### config.mk
export PLATFORM = sky130hd
export DESIGN_NAME = rom_seq_reader_flat
export DESIGN_NICKNAME = d
export VERILOG_FILES = /design/src/rtl/rom_seq_reader_if.sv /design/src/rtl/rom_seq_reader.sv /design/src/flat_wrapper.sv
export SDC_FILE = /design/constraint.sdc
export NUM_CORES = 1
export LEC_CHECK = 0
export BUFFER_PORTS_ARGS = -buffer_cell sky130_fd_sc_hd__buf_4
export CAP_MARGIN = 25
export CORE_MARGIN = 3
export CORE_UTILIZATION = 45
export CTS_CLUSTER_DIAMETER = 60
export CTS_CLUSTER_SIZE = 14
export DETAILED_ROUTE_END_ITERATION = 16
export GPL_TIMING_DRIVEN = 0
export SETUP_SLACK_MARGIN = 0.1
export SLEW_MARGIN = 10
export SYNTH_ARGS = -nofsm -noshare
export SYNTH_HDL_FRONTEND = slang
export SYNTH_SLANG_ARGS = --single-unit
### constraint.sdc
create_clock -name clk -period 6.2 [get_ports clk]
set_clock_uncertainty 0.2 [all_clocks]
set_input_delay 0.93 -clock clk [delete_from_list [all_inputs] [get_ports clk]]
set_output_delay 0.93 -clock clk [all_outputs]
set_load 0.005 [all_outputs]
### src/rtl/rom_seq_reader_if.sv
// ROM read port plus valid/ready output stream of rom_seq_reader.
// The master side drives the ROM address/enable and sources the stream.
interface rom_seq_reader_if #(
    parameter int ADDR_W = 4,
    parameter int DATA_W = 4
) ();
    logic              rom_en;
    logic [ADDR_W-1:0] rom_address;
    logic [DATA_W-1:0] rom_data;
    logic [DATA_W-1:0] out_data;
    logic              out_valid;
    logic              out_ready;
    logic              out_last;

    modport master (
        output rom_en, rom_address, out_data, out_valid, out_last,
        input  rom_data, out_ready
    );

    modport slave (
        input  rom_en, rom_address, out_data, out_valid, out_last,
        output rom_data, out_ready
    );
endinterface

### src/rtl/rom_seq_reader.sv
// Sequential ROM read initiator: issues one address per cycle, buffers data in a FIFO.
// Define ROM_READER_WRAP_EN to wrap addresses instead of truncating at the top address.
module rom_seq_reader #(
    parameter int ADDR_W     = 4,
    parameter int DATA_W     = 4,
    parameter int FIFO_DEPTH = 4
) (
    input  logic              clk,
    input  logic              rst_n,
    input  logic              start,
    input  logic [ADDR_W-1:0] start_addr,
    input  logic [ADDR_W:0]   count,
    output logic              busy,
    output logic              done,
    output logic              truncated,
    rom_seq_reader_if.master  bus
);
    localparam int PTR_W = (FIFO_DEPTH > 1) ? $clog2(FIFO_DEPTH) : 1;
    localparam int CNT_W = $clog2(FIFO_DEPTH + 1);
    localparam int OCC_W = CNT_W + 1;

    localparam logic [1:0] S_IDLE  = 2'd0;
    localparam logic [1:0] S_READ  = 2'd1;
    localparam logic [1:0] S_DRAIN = 2'd2;

    localparam logic [PTR_W-1:0]  PTR_LAST  = PTR_W'(FIFO_DEPTH - 1);
    localparam logic [ADDR_W:0]   REM_ONE   = (ADDR_W+1)'(1);
    localparam logic [ADDR_W-1:0] ADDR_TOP  = '1;
    localparam logic [OCC_W-1:0]  OCC_LIMIT = OCC_W'(FIFO_DEPTH);

    logic [1:0]        state_q, state_d;
    logic [ADDR_W-1:0] addr_q, addr_d;
    logic [ADDR_W:0]   remaining_q, remaining_d;
    logic              busy_q, busy_d;
    logic              done_q, done_d;
    logic              truncated_q, truncated_d;
    logic              trunc_pend_q, trunc_pend_d;
    logic              rom_en_q, rom_en_d;
    logic [ADDR_W-1:0] rom_address_q, rom_address_d;
    logic              rom_last_q, rom_last_d;
    logic              cap_pend_q, cap_pend_d;
    logic              cap_last_q, cap_last_d;

    logic [PTR_W-1:0]  wr_ptr_q, wr_ptr_d;
    logic [PTR_W-1:0]  rd_ptr_q, rd_ptr_d;
    logic [CNT_W-1:0]  fifo_cnt_q, fifo_cnt_d;
    logic [DATA_W-1:0] mem_data_q [FIFO_DEPTH];
    logic [DATA_W-1:0] mem_data_d [FIFO_DEPTH];
    logic              mem_last_q [FIFO_DEPTH];
    logic              mem_last_d [FIFO_DEPTH];

    logic              out_valid_w;
    logic              push;
    logic              pop;
    logic [OCC_W-1:0]  occupancy;
    logic              issue_ok;
    logic              last_word;

    function automatic logic [PTR_W-1:0] ptr_inc(input logic [PTR_W-1:0] p);
        return (p == PTR_LAST) ? '0 : p + 1'b1;
    endfunction

    assign out_valid_w = (fifo_cnt_q != '0);
    assign push        = cap_pend_q;
    assign pop         = out_valid_w & bus.out_ready;

    // Words already buffered plus both pipeline stages must fit; a same-cycle pop is ignored.
    assign occupancy = OCC_W'(fifo_cnt_q) + OCC_W'(rom_en_q) + OCC_W'(cap_pend_q);
    assign issue_ok  = (occupancy < OCC_LIMIT);

`ifdef ROM_READER_WRAP_EN
    assign last_word = (remaining_q == REM_ONE);
`else
    assign last_word = (remaining_q == REM_ONE) || (addr_q == ADDR_TOP);
`endif

    always_comb begin
        state_d       = state_q;
        addr_d        = addr_q;
        remaining_d   = remaining_q;
        busy_d        = busy_q;
        done_d        = 1'b0;
        truncated_d   = truncated_q;
        trunc_pend_d  = trunc_pend_q;
        rom_en_d      = 1'b0;
        rom_address_d = rom_address_q;
        rom_last_d    = 1'b0;
        cap_pend_d    = rom_en_q;
        cap_last_d    = rom_last_q;

        case (state_q)
            S_IDLE: begin
                if (start) begin
                    truncated_d = 1'b0;
                    if (count != '0) begin
                        addr_d       = start_addr;
                        remaining_d  = count;
                        busy_d       = 1'b1;
                        trunc_pend_d = 1'b0;
                        state_d      = S_READ;
                    end else begin
                        done_d = 1'b1;
                    end
                end
            end
            S_READ: begin
                if (issue_ok) begin
                    rom_en_d      = 1'b1;
                    rom_address_d = addr_q;
                    rom_last_d    = last_word;
                    addr_d        = addr_q + 1'b1;
                    remaining_d   = remaining_q - 1'b1;
`ifndef ROM_READER_WRAP_EN
                    if ((addr_q == ADDR_TOP) && (remaining_q != REM_ONE)) begin
                        trunc_pend_d = 1'b1;
                    end
`endif
                    if (last_word) begin
                        state_d = S_DRAIN;
                    end
                end
            end
            S_DRAIN: begin
                if (!rom_en_q && !cap_pend_q && (fifo_cnt_q == '0)) begin
                    done_d      = 1'b1;
                    busy_d      = 1'b0;
                    truncated_d = trunc_pend_q;
                    state_d     = S_IDLE;
                end
            end
            default: begin
                state_d = S_IDLE;
                busy_d  = 1'b0;
            end
        endcase
    end

    always_comb begin
        wr_ptr_d   = push ? ptr_inc(wr_ptr_q) : wr_ptr_q;
        rd_ptr_d   = pop  ? ptr_inc(rd_ptr_q) : rd_ptr_q;
        fifo_cnt_d = fifo_cnt_q;
        case ({push, pop})
            2'b10:   fifo_cnt_d = fifo_cnt_q + 1'b1;
            2'b01:   fifo_cnt_d = fifo_cnt_q - 1'b1;
            default: fifo_cnt_d = fifo_cnt_q;
        endcase
        mem_data_d = mem_data_q;
        mem_last_d = mem_last_q;
        if (push) begin
            mem_data_d[wr_ptr_q] = bus.rom_data;
            mem_last_d[wr_ptr_q] = cap_last_q;
        end
    end

    always_ff @(posedge clk or negedge rst_n) begin
        if (!rst_n) begin
            state_q       <= S_IDLE;
            addr_q        <= '0;
            remaining_q   <= '0;
            busy_q        <= 1'b0;
            done_q        <= 1'b0;
            truncated_q   <= 1'b0;
            trunc_pend_q  <= 1'b0;
            rom_en_q      <= 1'b0;
            rom_address_q <= '0;
            rom_last_q    <= 1'b0;
            cap_pend_q    <= 1'b0;
            cap_last_q    <= 1'b0;
            wr_ptr_q      <= '0;
            rd_ptr_q      <= '0;
            fifo_cnt_q    <= '0;
        end else begin
            state_q       <= state_d;
            addr_q        <= addr_d;
            remaining_q   <= remaining_d;
            busy_q        <= busy_d;
            done_q        <= done_d;
            truncated_q   <= truncated_d;
            trunc_pend_q  <= trunc_pend_d;
            rom_en_q      <= rom_en_d;
            rom_address_q <= rom_address_d;
            rom_last_q    <= rom_last_d;
            cap_pend_q    <= cap_pend_d;
            cap_last_q    <= cap_last_d;
            wr_ptr_q      <= wr_ptr_d;
            rd_ptr_q      <= rd_ptr_d;
            fifo_cnt_q    <= fifo_cnt_d;
        end
    end

    // Storage is cleared on reset so the stream outputs read as zero afterwards.
    always_ff @(posedge clk or negedge rst_n) begin
        if (!rst_n) begin
            for (int i = 0; i < FIFO_DEPTH; i++) begin
                mem_data_q[i] <= '0;
                mem_last_q[i] <= 1'b0;
            end
        end else begin
            mem_data_q <= mem_data_d;
            mem_last_q <= mem_last_d;
        end
    end

    assign bus.rom_en      = rom_en_q;
    assign bus.rom_address = rom_address_q;
    assign bus.out_valid   = out_valid_w;
    assign bus.out_data    = mem_data_q[rd_ptr_q];
    assign bus.out_last    = out_valid_w & mem_last_q[rd_ptr_q];
    assign busy            = busy_q;
    assign done            = done_q;
    assign truncated       = truncated_q;
endmodule

### src/flat_wrapper.sv
// flat-port wrapper written by rule: the top's interface ports become plain ports
module rom_seq_reader_flat 
#(
    parameter int ADDR_W     = 4,
    parameter int DATA_W     = 4,
    parameter int FIFO_DEPTH = 4
)
  (clk, rst_n, start, start_addr, count, busy, done, truncated, bus_rom_en, bus_rom_address, bus_out_data, bus_out_valid, bus_out_last, bus_rom_data, bus_out_ready);
  rom_seq_reader_if #(.ADDR_W(ADDR_W), .DATA_W(DATA_W)) bus_i ();
  input  logic clk;
  input  logic rst_n;
  input  logic start;
  input  logic [ADDR_W-1:0] start_addr;
  input  logic [ADDR_W:0] count;
  output logic busy;
  output logic done;
  output logic truncated;
  output wire logic [$bits(bus_i.rom_en)-1:0] bus_rom_en;
  output wire logic [$bits(bus_i.rom_address)-1:0] bus_rom_address;
  output wire logic [$bits(bus_i.out_data)-1:0] bus_out_data;
  output wire logic [$bits(bus_i.out_valid)-1:0] bus_out_valid;
  output wire logic [$bits(bus_i.out_last)-1:0] bus_out_last;
  input wire logic [$bits(bus_i.rom_data)-1:0] bus_rom_data;
  input wire logic [$bits(bus_i.out_ready)-1:0] bus_out_ready;
  assign bus_rom_en = bus_i.rom_en;
  assign bus_rom_address = bus_i.rom_address;
  assign bus_out_data = bus_i.out_data;
  assign bus_out_valid = bus_i.out_valid;
  assign bus_out_last = bus_i.out_last;
  assign bus_i.rom_data = bus_rom_data;
  assign bus_i.out_ready = bus_out_ready;
  rom_seq_reader #(.ADDR_W(ADDR_W), .DATA_W(DATA_W), .FIFO_DEPTH(FIFO_DEPTH)) u_core (.clk(clk), .rst_n(rst_n), .start(start), .start_addr(start_addr), .count(count), .busy(busy), .done(done), .truncated(truncated), .bus(bus_i));
endmodule
==> reports/summary.json, run 1 <==
{
  "critical_path": {
    "rr_worst_depth": 10,
    "path_cells": "clkbuf_1 > mux4_2 > and2_1 > buf_4",
    "path_class": "register to output pin",
    "critical_path.slowest_cell": "sky130_fd_sc_hd__mux4_2",
    "max_stage_delay_ns": 0.57,
    "sort_of_element_at_the_end_of_the_critical_path": "output pin",
    "timing.critical_path.arrival_ns": 1.98,
    "worst-path-max-fanout": 7,
    "reg2reg_setup_slack_ns": 3.65,
    "worst_ep_required_time_ns": 5.07,
    "reg2reg_from": "u_core.fifo_cnt_q[1]",
    "regToRegEndpoint": "u_core.fifo_cnt_q[2]",
    "startpoint_type": "register"
  },
  "detailed_routing": {
    "wl_met2_mm": 2.39,
    "drc_errors": 0,
    "met1Wirelength_mm": 2.40,
    "drt_iter0_markers": 74,
    "wire_length_per_cell_um": 16.2,
    "routed-wl-met3_um": 201,
    "via_per_inst": 5.53,
    "detailedRoute.firstPassIterationCount": 4,
    "antenna_left": 0,
    "detailroute.via_count": 1721,
    "finalWirelength_mm": 5.05,
    "top_layer": "met4"
  },
  "global_routing": {
    "grt_max_degree": 51,
    "first_pass_grt_wire_length_mm": 8.38,
    "groute.usage.overall_pct": 17.0,
    "grt_antenna_before_repair": 0,
    "vias_in_the_first_global_route": 1751,
    "gr-total-overflow": 0
  },
  "synthesis": {
    "synth_area_mm2": 0.00248,
    "synth_fp_nets": 231,
    "synth_warnings": 0,
    "post-synth-top-area-cell": "sky130_fd_sc_hd__dfrtp_1",
    "synth_ff_type": "sky130_fd_sc_hd__dfrtp_1",
    "post_synth.cell_area_avg_um2": 12.2,
    "yosysSeqAreaShare_pct": 50.4,
    "synth_enable_flop_cells": 0,
    "post-synth-top-count-cell": "sky130_fd_sc_hd__dfrtp_1",
    "synth_top_area_share_pct": 50.4,
    "yosys-top-cells-area": "sky130_fd_sc_hd__dfrtp_1, sky130_fd_sc_hd__mux2_2, sky130_fd_sc_hd__ha_1",
    "asyncSetResetFlopFracSynth_pct": 100,
    "netlist_top_cells_count": "sky130_fd_sc_hd__dfrtp_1, sky130_fd_sc_hd__mux2_2, sky130_fd_sc_hd__inv_1, sky130_fd_sc_hd__nand2_1, sky130_fd_sc_hd__nor2_1",
    "syn_inst": 203,
    "synth_cell_type_count": 43,
    "postSynthRegisterBits": 50
  },
  "timing": {
    "max-slew-margin-rel_pct": 58.3,
    "final-max-slew-violation-count": 0,
    "worstMarginPinSlew_ns": 0.626,
    "rsz0062_at_grt": "no",
    "min_period_ns": 3.11,
    "finalSetupTns_ns": 0,
    "fmaxAchievable_mhz": 322,
    "report.final.hold_viol_count": 0,
    "fin_crit_sh_pct": 50.1,
    "timing.final.setup_violations": 0,
    "layout_setup_ws_ns": 3.09
  },
  "placement": {
    "dpl.cell_count": 303,
    "port_buffers": 30,
    "post_dp_cell_area_mm2": 0.00280,
    "globalplace.congestion": 0.784,
    "dpl_worst_slack_ns": 3.37,
    "placed_wire_length_estimate_mm": 3.72
  },
  "worst_hold_path": {
    "worstHoldPathType": "register to register",
    "min_to": "u_core.cap_last_q",
    "timing.hold.worst_path_depth": 0,
    "worstHoldStart": "u_core.cap_last_d"
  },
  "clock_network": {
    "cts_tree": "yes",
    "clk_pin_slew_ns": 0.11,
    "htreeDepth": 2,
    "ctsRootBufferMaster": "sky130_fd_sc_hd__clkbuf_8",
    "tritoncts.num_buffers": 5,
    "cts_buffer_depth": 2,
    "worst_skew_pair.late_latency_ns": 0.31,
    "cts-resized-gates": 0,
    "cts.sink_count": 50,
    "post_cts_buffers": 0,
    "holdBufCountCts": 0
  },
  "finish": {
    "layout.area.seq_mm2": 0.00125,
    "nFillCells": 460,
    "finish.cell_count_without_fillers": 311,
    "finish.net_count": 268,
    "n_antenna_cell": 0,
    "area.growth.synth_to_final_pct": 16.5,
    "multi_input_comb_area_mm2": 0.00114,
    "share_of_post_route_cells_with_drive_strength_above_1_pct": 30.3,
    "stdcell_area_mm2": 0.00289
  },
  "job": {
    "drv.max_cap_violation_count": 0
  },
  "power": {
    "power_density_mw_per_mm2": 509,
    "peakVddDrop_v": 0.000243,
    "static-leakage-power_nw": 1.32
  },
  "floorplanning": {
    "start_util_pct": 47.7,
    "placement_rows": 26,
    "die-width_um": 80.3,
    "die-height_um": 80.3,
    "floorplan.die_area_mm2": 0.00644,
    "floorplan.core_area_mm2": 0.00520,
    "ios": 31
  },
  "status": {
    "status": "completed"
  }
}
==> registers in the layout, indices dropped and copies added, names as in the netlist, 2 cells and up <==
signal and count:
u_core.mem_last_q 4, u_core.addr_q 4, u_core.fifo_cnt_q 3, u_core.remaining_q 5, u_core.state_q 2, u_core.mem_data_q 16
u_core.wr_ptr_q 2, u_core.bus.rom_address 4, u_core.rd_ptr_q 2
==> per-layer routing <==
metal  track usage, %  vias up
met2             27.0       41
li1                 -      811
met4             5.07        0
met1             23.1      863
met5                0        -
met3             4.15        6
==> how the worst max path moves through the flow <==
| stage | startpoint | end | slack (ns) |
|---|---|---|---|
| finish | u_core.rd_ptr_q[0] | bus_out_last | 3.09 |
| global route | u_core.rd_ptr_q[0] | bus_out_last | 2.93 |
| CTS | u_core.rd_ptr_q[0] | bus_out_last | 3.03 |
| detailed placement | u_core.rd_ptr_q[0] | bus_out_last | 3.37 |
| global placement | u_core.rd_ptr_q[0] | bus_out_last | 3.40 |
| floorplan | u_core.rd_ptr_q[0] | bus_out_last | 3.71 |
==> report_power, final <==
part / switching (W) / total, W / leakage [nW] / internal, W
Combinational: 0.000303 / 0.000663 / 0.669 / 0.000360
Clock: 0.000119 / 0.000202 / 0.0502 / 0.0000838
Sequential: 0.000125 / 0.000606 / 0.600 / 0.000482
==> per-stage QoR <==
step,utilization [%],hold WS (ns),total power (W)
4_1_cts,55.6,0.162,0.00149
5_1_grt,55.6,0.183,0.00159
6_report,55.6,0.160,0.00147
2_1_floorplan,-,0.131,0.00105
3_5_place_dp,53.7,0.137,0.00129
3_3_place_gp,53.7,0.135,0.00124
==> area by class of cell <==
| cell class | instances | area share [%] |
|---|---|---|
| Sequential cell | 50 | 43.3 |
| Multi-Input combinational cell | 132 | 39.6 |
| Timing Repair Buffer | 30 | 7.79 |
| Tap cell | 70 | 3.03 |
| Clock buffer | 5 | 2.38 |
| Inverter | 15 | 1.95 |
| Buffer | 6 | 1.04 |
| Clock inverter | 3 | 0.995 |
==> cell families (layout without fill, tap and decap cells) <==
kind of cell,Yosys count,after routing,synth area share [%]
adders and majority gates,11,11,5.85
muxes,36,36,18.5
xor gates and xnor gates,3,3,1.06
DFF,50,50,50.4
AOI/OAI and AO/OA,34,34,10.4
buffers and inverters,21,59,3.48
and+or+nand+nor,48,48,10.3
==> critical path: cells and delay by family, from the launching register on <==
kind                   cells  cell delay, ns
muxes                      1            0.57
and+or+nand+nor            1            0.17
buffers and inverters      2            0.57
DFF                        1            0.37
==> cell usage in the layout (no fill, tap or decap), drive strengths merged, types with 3 or more instances in the layout <==
cell     n
a211oi   3
a21oi    5
and3     5
buf     31
clkbuf  10
clkinv   3
dfrtp   50
ha      10
inv     15
mux2    29
mux4     5
nand2   12
nand3    3
nor2    13
nor3     6
o21ai    7
or3      3
Power figures use the tool's default switching activity.
==> inputs of run 2 (changes only) <==
Clock period 6.2 ns to 3.15 ns, I/O delays scaled along.
==> run 2 against run 1 <==
Compared with the run above:
- final cell count increased by 0.32%
- sequential power increased by 96%
- largest cell class unchanged
- sequential share of layout area is 0.15 points lower
- power rose by 97%
- critical endpoint unchanged
==> reports/summary.json, run 2 (synthesis results as in run 1) <==
{
  "status": {
    "status": "completed"
  },
  "finish": {
    "finish.cell_count_without_fillers": {"value": 312, "change": "+0.32%"},
    "layout_commonest_cell": "sky130_fd_sc_hd__dfrtp_1",
    "layout.area.seq": {"value": 0.00125, "unit": "mm^2", "change": "unchanged"},
    "register_containing_the_most_flip_flops_in_the_final_layout": "u_core.mem_data_q",
    "reg_top3": "u_core.mem_data_q: 16 flops, u_core.remaining_q: 5 flops",
    "flip_flop_count_of_the_largest_register_all_copies_and_words_added": {"value": 16, "change": "unchanged"},
    "multi_input_comb_area": {"value": 0.00114, "unit": "mm^2", "change": "unchanged"},
    "area.growth.synth_to_final_pct": 16.9,
    "finish.net_count": {"value": 269, "change": "+0.37%"},
    "nFillCells": {"value": 459, "change": "-0.22%"},
    "share_of_post_route_cells_with_drive_strength_above_1": {"value": 30.2, "unit": "%", "change": "-0.13 points"},
    "layout.cells.most_common_list": "sky130_fd_sc_hd__dfrtp_1, sky130_fd_sc_hd__buf_4, sky130_fd_sc_hd__mux2_2, sky130_fd_sc_hd__inv_1",
    "n_antenna_cell": {"value": 0, "change": "unchanged"}
  },
  "placement": {
    "placed_wire_length_estimate": {"value": 3.72, "unit": "mm", "change": "unchanged"},
    "dpl_worst_slack": {"value": 0.588, "unit": "ns", "change": "-2.79 ns"},
    "globalplace.congestion": {"value": 0.784, "change": "unchanged"},
    "port_buffers": {"value": 30, "change": "unchanged"},
    "dpl.cell_count": {"value": 303, "change": "unchanged"}
  },
  "timing": {
    "fin_crit_sh_pct": 84.2,
    "fmaxAchievable_mhz": 377,
    "holdWs": {"value": 0.160, "unit": "ns", "change": "unchanged"},
    "rsz0062_at_grt": "no",
    "final-max-slew-violation-count": {"value": 0, "change": "unchanged"},
    "layout_setup_ws": {"value": 0.499, "unit": "ns", "change": "-2.59 ns"},
    "worstMarginPinSlew": {"value": 0.627, "unit": "ns", "change": "+0.00115 ns"},
    "finalSetupTns": {"value": 0, "unit": "ns", "change": "unchanged"},
    "max-slew-margin-rel": {"value": 58.2, "unit": "%", "change": "-0.076 points"},
    "min_period_ns": 2.65,
    "report.final.hold_viol_count": {"value": 0, "change": "unchanged"},
    "timing.final.setup_violations": {"value": 0, "change": "unchanged"}
  },
  "global_routing": {
    "first_pass_grt_wire_length": {"value": 8.41, "unit": "mm", "change": "+0.33%"},
    "grt_max_degree": {"value": 51, "change": "unchanged"},
    "vias_in_the_first_global_route": {"value": 1763, "change": "+0.69%"},
    "grt_antenna_before_repair": {"value": 0, "change": "unchanged"},
    "gr-total-overflow": {"value": 0, "change": "unchanged"},
    "groute.usage.overall": {"value": 17.1, "unit": "%", "change": "+0.048 points"}
  },
  "detailed_routing": {
    "wire_length_per_cell": {"value": 16.2, "unit": "um", "change": "-0.14%"},
    "antenna_left": {"value": 0, "change": "unchanged"},
    "finalWirelength": {"value": 5.06, "unit": "mm", "change": "+0.18%"},
    "detailedRoute.firstPassIterationCount": {"value": 4, "change": "unchanged"},
    "drt_iter0_markers": {"value": 91, "change": "+23%"},
    "detailroute.via_count": {"value": 1724, "change": "+0.17%"},
    "via_per_inst": {"value": 5.53, "change": "-0.15%"},
    "drc_errors": {"value": 0, "change": "unchanged"}
  },
  "critical_path": {
    "reg2reg_setup_slack": {"value": 0.60, "unit": "ns", "change": "-3.05 ns"},
    "path_cells": "clkbuf_1 > mux4_2 > and2_1 > buf_4",
    "worst-path-max-fanout": {"value": 7, "change": "unchanged"},
    "rr_worst_depth": {"value": 10, "change": "unchanged"},
    "sort_of_element_at_the_end_of_the_critical_path": "output pin",
    "worst_ep_required_time": {"value": 2.48, "unit": "ns", "change": "-2.59 ns"},
    "path_class": "register to output pin",
    "critical_path.slowest_cell": "sky130_fd_sc_hd__mux4_2",
    "max_stage_delay": {"value": 0.57, "unit": "ns", "change": "about the same"},
    "timing.critical_path.arrival": {"value": 1.98, "unit": "ns", "change": "about the same"},
    "startpoint_type": "register",
    "regToRegEndpoint": "u_core.fifo_cnt_q[2]",
    "reg2reg_from": "u_core.fifo_cnt_q[1]"
  },
  "clock_network": {
    "worst_skew_pair.late_latency": {"value": 0.31, "unit": "ns", "change": "about the same"},
    "htreeDepth": {"value": 2, "change": "unchanged"},
    "ctsRootBufferMaster": "sky130_fd_sc_hd__clkbuf_8",
    "cts_tree": "yes",
    "clk_pin_slew": {"value": 0.11, "unit": "ns", "change": "about the same"},
    "cts_buffer_depth": {"value": 2, "change": "unchanged"},
    "cts.sink_count": {"value": 50, "change": "unchanged"},
    "tritoncts.num_buffers": {"value": 5, "change": "unchanged"}
  },
  "power": {
    "report.power.total": {"value": 0.00290, "unit": "W", "change": "+97%"},
    "static-leakage-power": {"value": 1.32, "unit": "nW", "change": "+0.32%"},
    "clkPwrFrac": {"value": 13.7, "unit": "%", "change": "about the same"},
    "switching_share": {"value": 37.1, "unit": "%", "change": "about the same"},
    "cell_internal_pwr": {"value": 0.00182, "unit": "W", "change": "+97%"},
    "seq_power_share": {"value": 41.2, "unit": "%", "change": "about the same"},
    "peakVddDrop": {"value": 0.000479, "unit": "V", "change": "+97%"},
    "total_switching_power": {"value": 0.00108, "unit": "W", "change": "+97%"},
    "power_density": {"value": 999, "unit": "mW/mm^2", "change": "+96%"},
    "combPwrFrac": {"value": 45.1, "unit": "%", "change": "about the same"}
  },
  "floorplanning": {
    "start_util": {"value": 47.7, "unit": "%", "change": "unchanged"},
    "ios": {"value": 31, "change": "unchanged"},
    "die-width": {"value": 80.3, "unit": "um", "change": "unchanged"},
    "placement_rows": {"value": 26, "change": "unchanged"},
    "floorplan.die_area": {"value": 0.00644, "unit": "mm^2", "change": "unchanged"},
    "die-height": {"value": 80.3, "unit": "um", "change": "unchanged"},
    "floorplan.core_area": {"value": 0.00520, "unit": "mm^2", "change": "unchanged"}
  },
  "job": {
    "drv.max_cap_violation_count": {"value": 0, "change": "unchanged"}
  },
  "worst_hold_path": {
    "min_to": "u_core.cap_last_q",
    "worstHoldStart": "u_core.cap_last_d",
    "worstHoldPathType": "register to register",
    "timing.hold.worst_path_depth": {"value": 0, "change": "unchanged"}
  }
}
run 2: changes by cell type in the layout (fill, tap and decap cells not counted):
| cell | before | now |
|---|---|---|
| sky130_fd_sc_hd__dlygate4sd3_1 | 0 | 1 |
run 2: timing repair:
action	CTS	global route
endpoints found under the hold margin	18	0
buffers inserted	0	0
resized for setup	0	0
hold buffers	1	0
run 2: final cells by class:
class / count / share of cell area, %
well taps: 70 / 3.02
multi-input cells: 132 / 39.4
repair buffers: 31 / 8.10
clock buffers: 5 / 2.37
plain buffers: 6 / 1.03
inverters: 15 / 1.94
clock inverters: 3 / 0.991
flip-flops and latches: 50 / 43.1
run 2: worst max-delay path, delay by kind of cell, from the launching register on:
family,cells,cell delay [ns]
buffers and inverters,2,0.57
muxes,1,0.57
DFF,1,0.37
and+or+nand+nor,1,0.17
run 2: power by group through the flow:
stage / logic, W / registers (W) / clock network, W
2_1_floorplan: 0.000934 / 0.00113 / 0
3_3_place_gp: 0.00126 / 0.00118 / 0
3_5_place_dp: 0.00132 / 0.00121 / 0
4_1_cts: 0.00132 / 0.00119 / 0.000406
5_1_grt: 0.00145 / 0.00124 / 0.000437
6_report: 0.00131 / 0.00119 / 0.000398
run 2: routing by layer:
layer | wire [um] | GRT usage [%] | part of all wire (%) | up-vias
met3 | 201 | 4.15 | 4.0 | 6
met4 | 55 | 5.07 | 1.1 | 0
met1 | 2410 | 23.1 | 48 | 865
li1 | - | - | - | 812
met5 | 0 | 0 | 0 | -
met2 | 2400 | 27.2 | 47 | 41
run 2: how the worst max path moves through the flow:
stage / start / to / slack (ns)
6_report: u_core.rd_ptr_q[0] / bus_out_last / 0.50
5_1_grt: u_core.rd_ptr_q[0] / bus_out_last / 0.34
4_1_cts: u_core.rd_ptr_q[0] / bus_out_last / 0.44
3_5_place_dp: u_core.fifo_cnt_q[1] / u_core.fifo_cnt_q[2] / 0.59
3_3_place_gp: u_core.fifo_cnt_q[2] / u_core.fifo_cnt_q[2] / 0.71
2_1_floorplan: u_core.fifo_cnt_q[1] / u_core.fifo_cnt_q[2] / 0.90
run 2: stage by stage:
stage | util, % | instance area [um^2]
2_1_floorplan | - | 2480
3_5_place_dp | 53.7 | 2800
5_1_grt | 55.8 | 2900
4_1_cts | 55.8 | 2900
3_3_place_gp | 53.7 | 2800
6_report | 55.8 | 2900
==> inputs of run 3 (changes only) <==
Settings changed: ABC_AREA set to 1.
Clock period 3.15 ns to 2.6 ns, I/O delays scaled along.
==> run 3 against run 2 <==
Compared with the run above:
- hold slack got worse by 0.0041 ns
- first-iteration DRC count grew 21%
- final cell count increased by 30%
- largest cell class unchanged
- non-clock buffer count grew 1
==> reports/summary.json, run 3 <==
{
  "status": {
    "status": "completed"
  },
  "worst_hold_path": {
    "worstHoldPathType": "register to register",
    "worstHoldStart": "u_core.cap_last_d"
  },
  "placement": {
    "dpl.cell_count": {"value": 398, "change": "+31%"},
    "globalplace.congestion": {"value": 0.756, "change": "-3.7%"},
    "port_buffers": {"value": 30, "change": "unchanged"},
    "placed_wire_length_estimate": {"value": 3.57, "unit": "mm", "change": "-4.3%"},
    "post_dp_cell_area": {"value": 0.00281, "unit": "mm^2", "change": "+0.45%"},
    "dpl_worst_slack": {"value": 0.194, "unit": "ns", "change": "-0.394 ns"}
  },
  "global_routing": {
    "groute.usage.overall": {"value": 18.0, "unit": "%", "change": "+0.92 points"},
    "first_pass_grt_wire_length": {"value": 8.86, "unit": "mm", "change": "+5.3%"},
    "grt_max_degree": {"value": 51, "change": "unchanged"},
    "vias_in_the_first_global_route": {"value": 1938, "change": "+9.9%"},
    "gr-total-overflow": {"value": 0, "change": "unchanged"},
    "grt_antenna_before_repair": {"value": 0, "change": "unchanged"}
  },
  "finish": {
    "stdcell_area": {"value": 0.00294, "unit": "mm^2", "change": "+1.2%"},
    "reg_top3": "u_core.mem_data_q: 16 flops, u_core.remaining_q: 5 flops",
    "layout.cells.most_common_list": "sky130_fd_sc_hd__nand2_1, sky130_fd_sc_hd__dfrtp_1, sky130_fd_sc_hd__o21ai_0, sky130_fd_sc_hd__inv_1, sky130_fd_sc_hd__buf_4",
    "register_containing_the_most_flip_flops_in_the_final_layout": "u_core.mem_data_q",
    "nFillCells": {"value": 509, "change": "+11%"},
    "finalCoreUtilization": {"value": 56.1, "unit": "%", "change": "+0.32 points"},
    "finish.net_count": {"value": 364, "change": "+35%"},
    "share_of_post_route_cells_with_drive_strength_above_1": {"value": 16.9, "unit": "%", "change": "-13 points"},
    "area.growth.synth_to_final_pct": 17.8,
    "finish.cell_count_without_fillers": {"value": 407, "change": "+30%"},
    "layout_commonest_cell": "sky130_fd_sc_hd__nand2_1",
    "layout.area.seq": {"value": 0.00125, "unit": "mm^2", "change": "unchanged"},
    "n_antenna_cell": {"value": 0, "change": "unchanged"},
    "multi_input_comb_area": {"value": 0.00106, "unit": "mm^2", "change": "-7.7%"},
    "flip_flop_count_of_the_largest_register_all_copies_and_words_added": {"value": 16, "change": "unchanged"}
  },
  "critical_path": {
    "sort_of_element_at_the_end_of_the_critical_path": "register",
    "critPathLaunch": "u_core.fifo_cnt_q[0]",
    "worstSetupEndpoint": "u_core.fifo_cnt_q[2]",
    "regToRegEndpoint": "u_core.fifo_cnt_q[2]",
    "reg2reg_setup_slack": {"value": 0.35, "unit": "ns", "change": "-0.25 ns"},
    "timing.critical_path.arrival": {"value": 2.24, "unit": "ns", "change": "+0.26 ns"},
    "worst-path-max-fanout": {"value": 5, "change": "-2"},
    "startpoint_type": "register",
    "worst_ep_required_time": {"value": 2.59, "unit": "ns", "change": "+0.11 ns"},
    "rr_worst_depth": {"value": 10, "change": "unchanged"},
    "path_class": "register to register",
    "reg2reg_from": "u_core.fifo_cnt_q[0]"
  },
  "synthesis": {
    "synthAdderAreaFrac": {"value": 5.82, "unit": "%", "change": "-0.029 points"},
    "yosys-top-cells-area": "sky130_fd_sc_hd__dfrtp_1, sky130_fd_sc_hd__nand2_1, sky130_fd_sc_hd__o21ai_0",
    "post_synth_and_or_nand_nor_area_fraction": {"value": 21.5, "unit": "%", "change": "+11 points"},
    "synth_compound_area_share": {"value": 14.0, "unit": "%", "change": "+3.7 points"},
    "muxShareOfSynthArea": {"value": 0, "unit": "%", "change": "-18 points"},
    "synth_cell_type_count": {"value": 26, "change": "-40%"},
    "asyncSetResetFlopFracSynth": {"value": 100, "unit": "%", "change": "unchanged"},
    "synth_warnings": {"value": 0, "change": "unchanged"},
    "syn_inst": {"value": 298, "change": "+47%"},
    "synth_top_area_share": {"value": 50.2, "unit": "%", "change": "-0.25 points"},
    "post-synth-top-area-cell": "sky130_fd_sc_hd__dfrtp_1",
    "synth_area": {"value": 0.00249, "unit": "mm^2", "change": "+0.50%"},
    "post_synth.cell_area_avg": {"value": 8.37, "unit": "um^2", "change": "-32%"},
    "synth_enable_flop_cells": {"value": 0, "change": "unchanged"},
    "netlist_top_cells_count": "sky130_fd_sc_hd__nand2_1, sky130_fd_sc_hd__dfrtp_1, sky130_fd_sc_hd__o21ai_0, sky130_fd_sc_hd__inv_1, sky130_fd_sc_hd__nor2_1",
    "synth_fp_nets": {"value": 326, "change": "+41%"},
    "postSynthRegisterBits": {"value": 50, "change": "unchanged"},
    "post-synth-top-count-cell": "sky130_fd_sc_hd__nand2_1",
    "synth_top_family_by_area": "simple AND/OR/NAND/NOR gates",
    "synth_ff_type": "sky130_fd_sc_hd__dfrtp_1",
    "synthXorXnorAreaFrac": {"value": 0.702, "unit": "%", "change": "-0.36 points"},
    "yosysSeqAreaShare": {"value": 50.2, "unit": "%", "change": "-0.25 points"}
  },
  "timing": {
    "worstMarginPinSlew": {"value": 0.626, "unit": "ns", "change": "-0.000957 ns"},
    "fin_crit_sh_pct": 86.4,
    "finalSetupTns": {"value": 0, "unit": "ns", "change": "unchanged"},
    "fmaxAchievable_mhz": 445,
    "report.final.hold_viol_count": {"value": 0, "change": "unchanged"},
    "layout_setup_ws": {"value": 0.353, "unit": "ns", "change": "-0.146 ns"},
    "rsz0062_at_grt": "no",
    "timing.final.setup_violations": {"value": 0, "change": "unchanged"},
    "final-max-slew-violation-count": {"value": 0, "change": "unchanged"},
    "max-slew-margin-rel": {"value": 58.3, "unit": "%", "change": "+0.064 points"},
    "min_period_ns": 2.25
  },
  "clock_network": {
    "cts.sink_count": {"value": 50, "change": "unchanged"},
    "cts_buffer_depth": {"value": 2, "change": "unchanged"},
    "ctsRootBufferMaster": "sky130_fd_sc_hd__clkbuf_8",
    "tritoncts.num_buffers": {"value": 5, "change": "unchanged"},
    "htreeDepth": {"value": 2, "change": "unchanged"},
    "cts_tree": "yes",
    "clk_pin_slew": {"value": 0.09, "unit": "ns", "change": "-0.02 ns"},
    "worst_skew_pair.late_latency": {"value": 0.31, "unit": "ns", "change": "about the same"}
  },
  "detailed_routing": {
    "antenna_left": {"value": 0, "change": "unchanged"},
    "drc_errors": {"value": 0, "change": "unchanged"},
    "drt_iter0_markers": {"value": 110, "change": "+21%"},
    "via_per_inst": {"value": 4.84, "change": "-12%"},
    "wire_length_per_cell": {"value": 12.3, "unit": "um", "change": "-24%"},
    "detailedRoute.firstPassIterationCount": {"value": 4, "change": "unchanged"},
    "finalWirelength": {"value": 5.02, "unit": "mm", "change": "-0.81%"},
    "detailroute.via_count": {"value": 1970, "change": "+14%"}
  },
  "floorplanning": {
    "floorplan.core_area": {"value": 0.00524, "unit": "mm^2", "change": "+0.62%"},
    "start_util": {"value": 47.6, "unit": "%", "change": "-0.057 points"},
    "floorplan.die_area": {"value": 0.00647, "unit": "mm^2", "change": "+0.47%"},
    "ios": {"value": 31, "change": "unchanged"},
    "placement_rows": {"value": 26, "change": "unchanged"},
    "die-height": {"value": 80.5, "unit": "um", "change": "+0.24%"},
    "die-width": {"value": 80.5, "unit": "um", "change": "+0.24%"}
  },
  "job": {
    "drv.max_cap_violation_count": {"value": 0, "change": "unchanged"}
  },
  "power": {
    "power_density": {"value": 1300, "unit": "mW/mm^2", "change": "+30%"},
    "static-leakage-power": {"value": 1.51, "unit": "nW", "change": "+14%"},
    "peakVddDrop": {"value": 0.000650, "unit": "V", "change": "+36%"}
  }
}
run 3: cell count changes after synthesis, sizes merged, moves of 5 or more:
| cell | delta |
|---|---|
| nand2 | +69 |
| o21ai | +49 |
| mux2 | -29 |
| inv | +23 |
| nor2 | +14 |
| nand3 | +10 |
| nor3 | -6 |
| and3 | -5 |
| mux4 | -5 |
run 3: metal layers:
layer / global-route usage, % / vias to the layer above / routed length (um)
li1: - / 1036 / -
met1: 23.9 / 897 / 2510
met2: 28.7 / 32 / 2220
met3: 4.15 / 5 / 216
met4: 6.25 / 0 / 72
met5: 0 / - / 0
run 3: worst max-delay path, cell delays in order, from the launching register on:
cell	delay (ns)
sky130_fd_sc_hd__dfrtp_1	0.41
sky130_fd_sc_hd__inv_1	0.09
sky130_fd_sc_hd__nand2_1	0.13
sky130_fd_sc_hd__inv_1	0.12
sky130_fd_sc_hd__nor2_4	0.14
sky130_fd_sc_hd__ha_1	0.16
sky130_fd_sc_hd__inv_1	0.07
sky130_fd_sc_hd__fa_1	0.44
sky130_fd_sc_hd__a21oi_1	0.14
sky130_fd_sc_hd__o21ai_0	0.11
sky130_fd_sc_hd__xnor2_1	0.13
run 3: metrics by stage:
stage / hold WS [ns] / power [W]
after floorplan: -0.106 / 0.00272
after global placement: 0.133 / 0.00325
after detailed placement: 0.138 / 0.00330
after CTS: 0.155 / 0.00387
after global routing: 0.173 / 0.00426
final: 0.156 / 0.00382
run 3: worst min-delay path by stage:
stage,to,slack [ns],cells after the start
final,u_core.cap_last_q,0.16,0
after global routing,u_core.cap_last_q,0.17,0
after CTS,u_core.cap_last_q,0.15,0
after detailed placement,u_core.cap_last_q,0.14,0
after global placement,u_core.cap_last_q,0.13,0
after floorplan,u_core.addr_q[0],-0.11,0
run 3: cells by family after synthesis:
family,after synthesis
AND/OR/NAND/NOR,125
AO/OA/AOI/OAI,66
buffers and inverters,44
flip-flops,50
adder cells (fa/ha/maj),11
XOR/XNOR,2
run 3: power by group:
part           internal (W)  switching (W)  total [W]
Sequential          0.00114       0.000247    0.00138
Combinational      0.000801        0.00108    0.00189
Clock              0.000289       0.000267   0.000556
run 3: cell type report:
cell class	instances	area share (%)
flip-flops and latches	50	42.6
multi-input cells	204	36.0
repair buffers	31	8.01
inverters	37	4.73
well taps	70	2.98
clock buffers	5	2.34
plain buffers	7	1.87
clock inverters	3	1.49
run 3: timing repair:
item / in CTS / in global routing
gates resized for setup: 0 / 2
endpoints found under the hold margin: 50 / 0
buffers inserted: 0 / 0
endpoints found under the setup margin: 0 / 1
hold buffers: 1 / 0
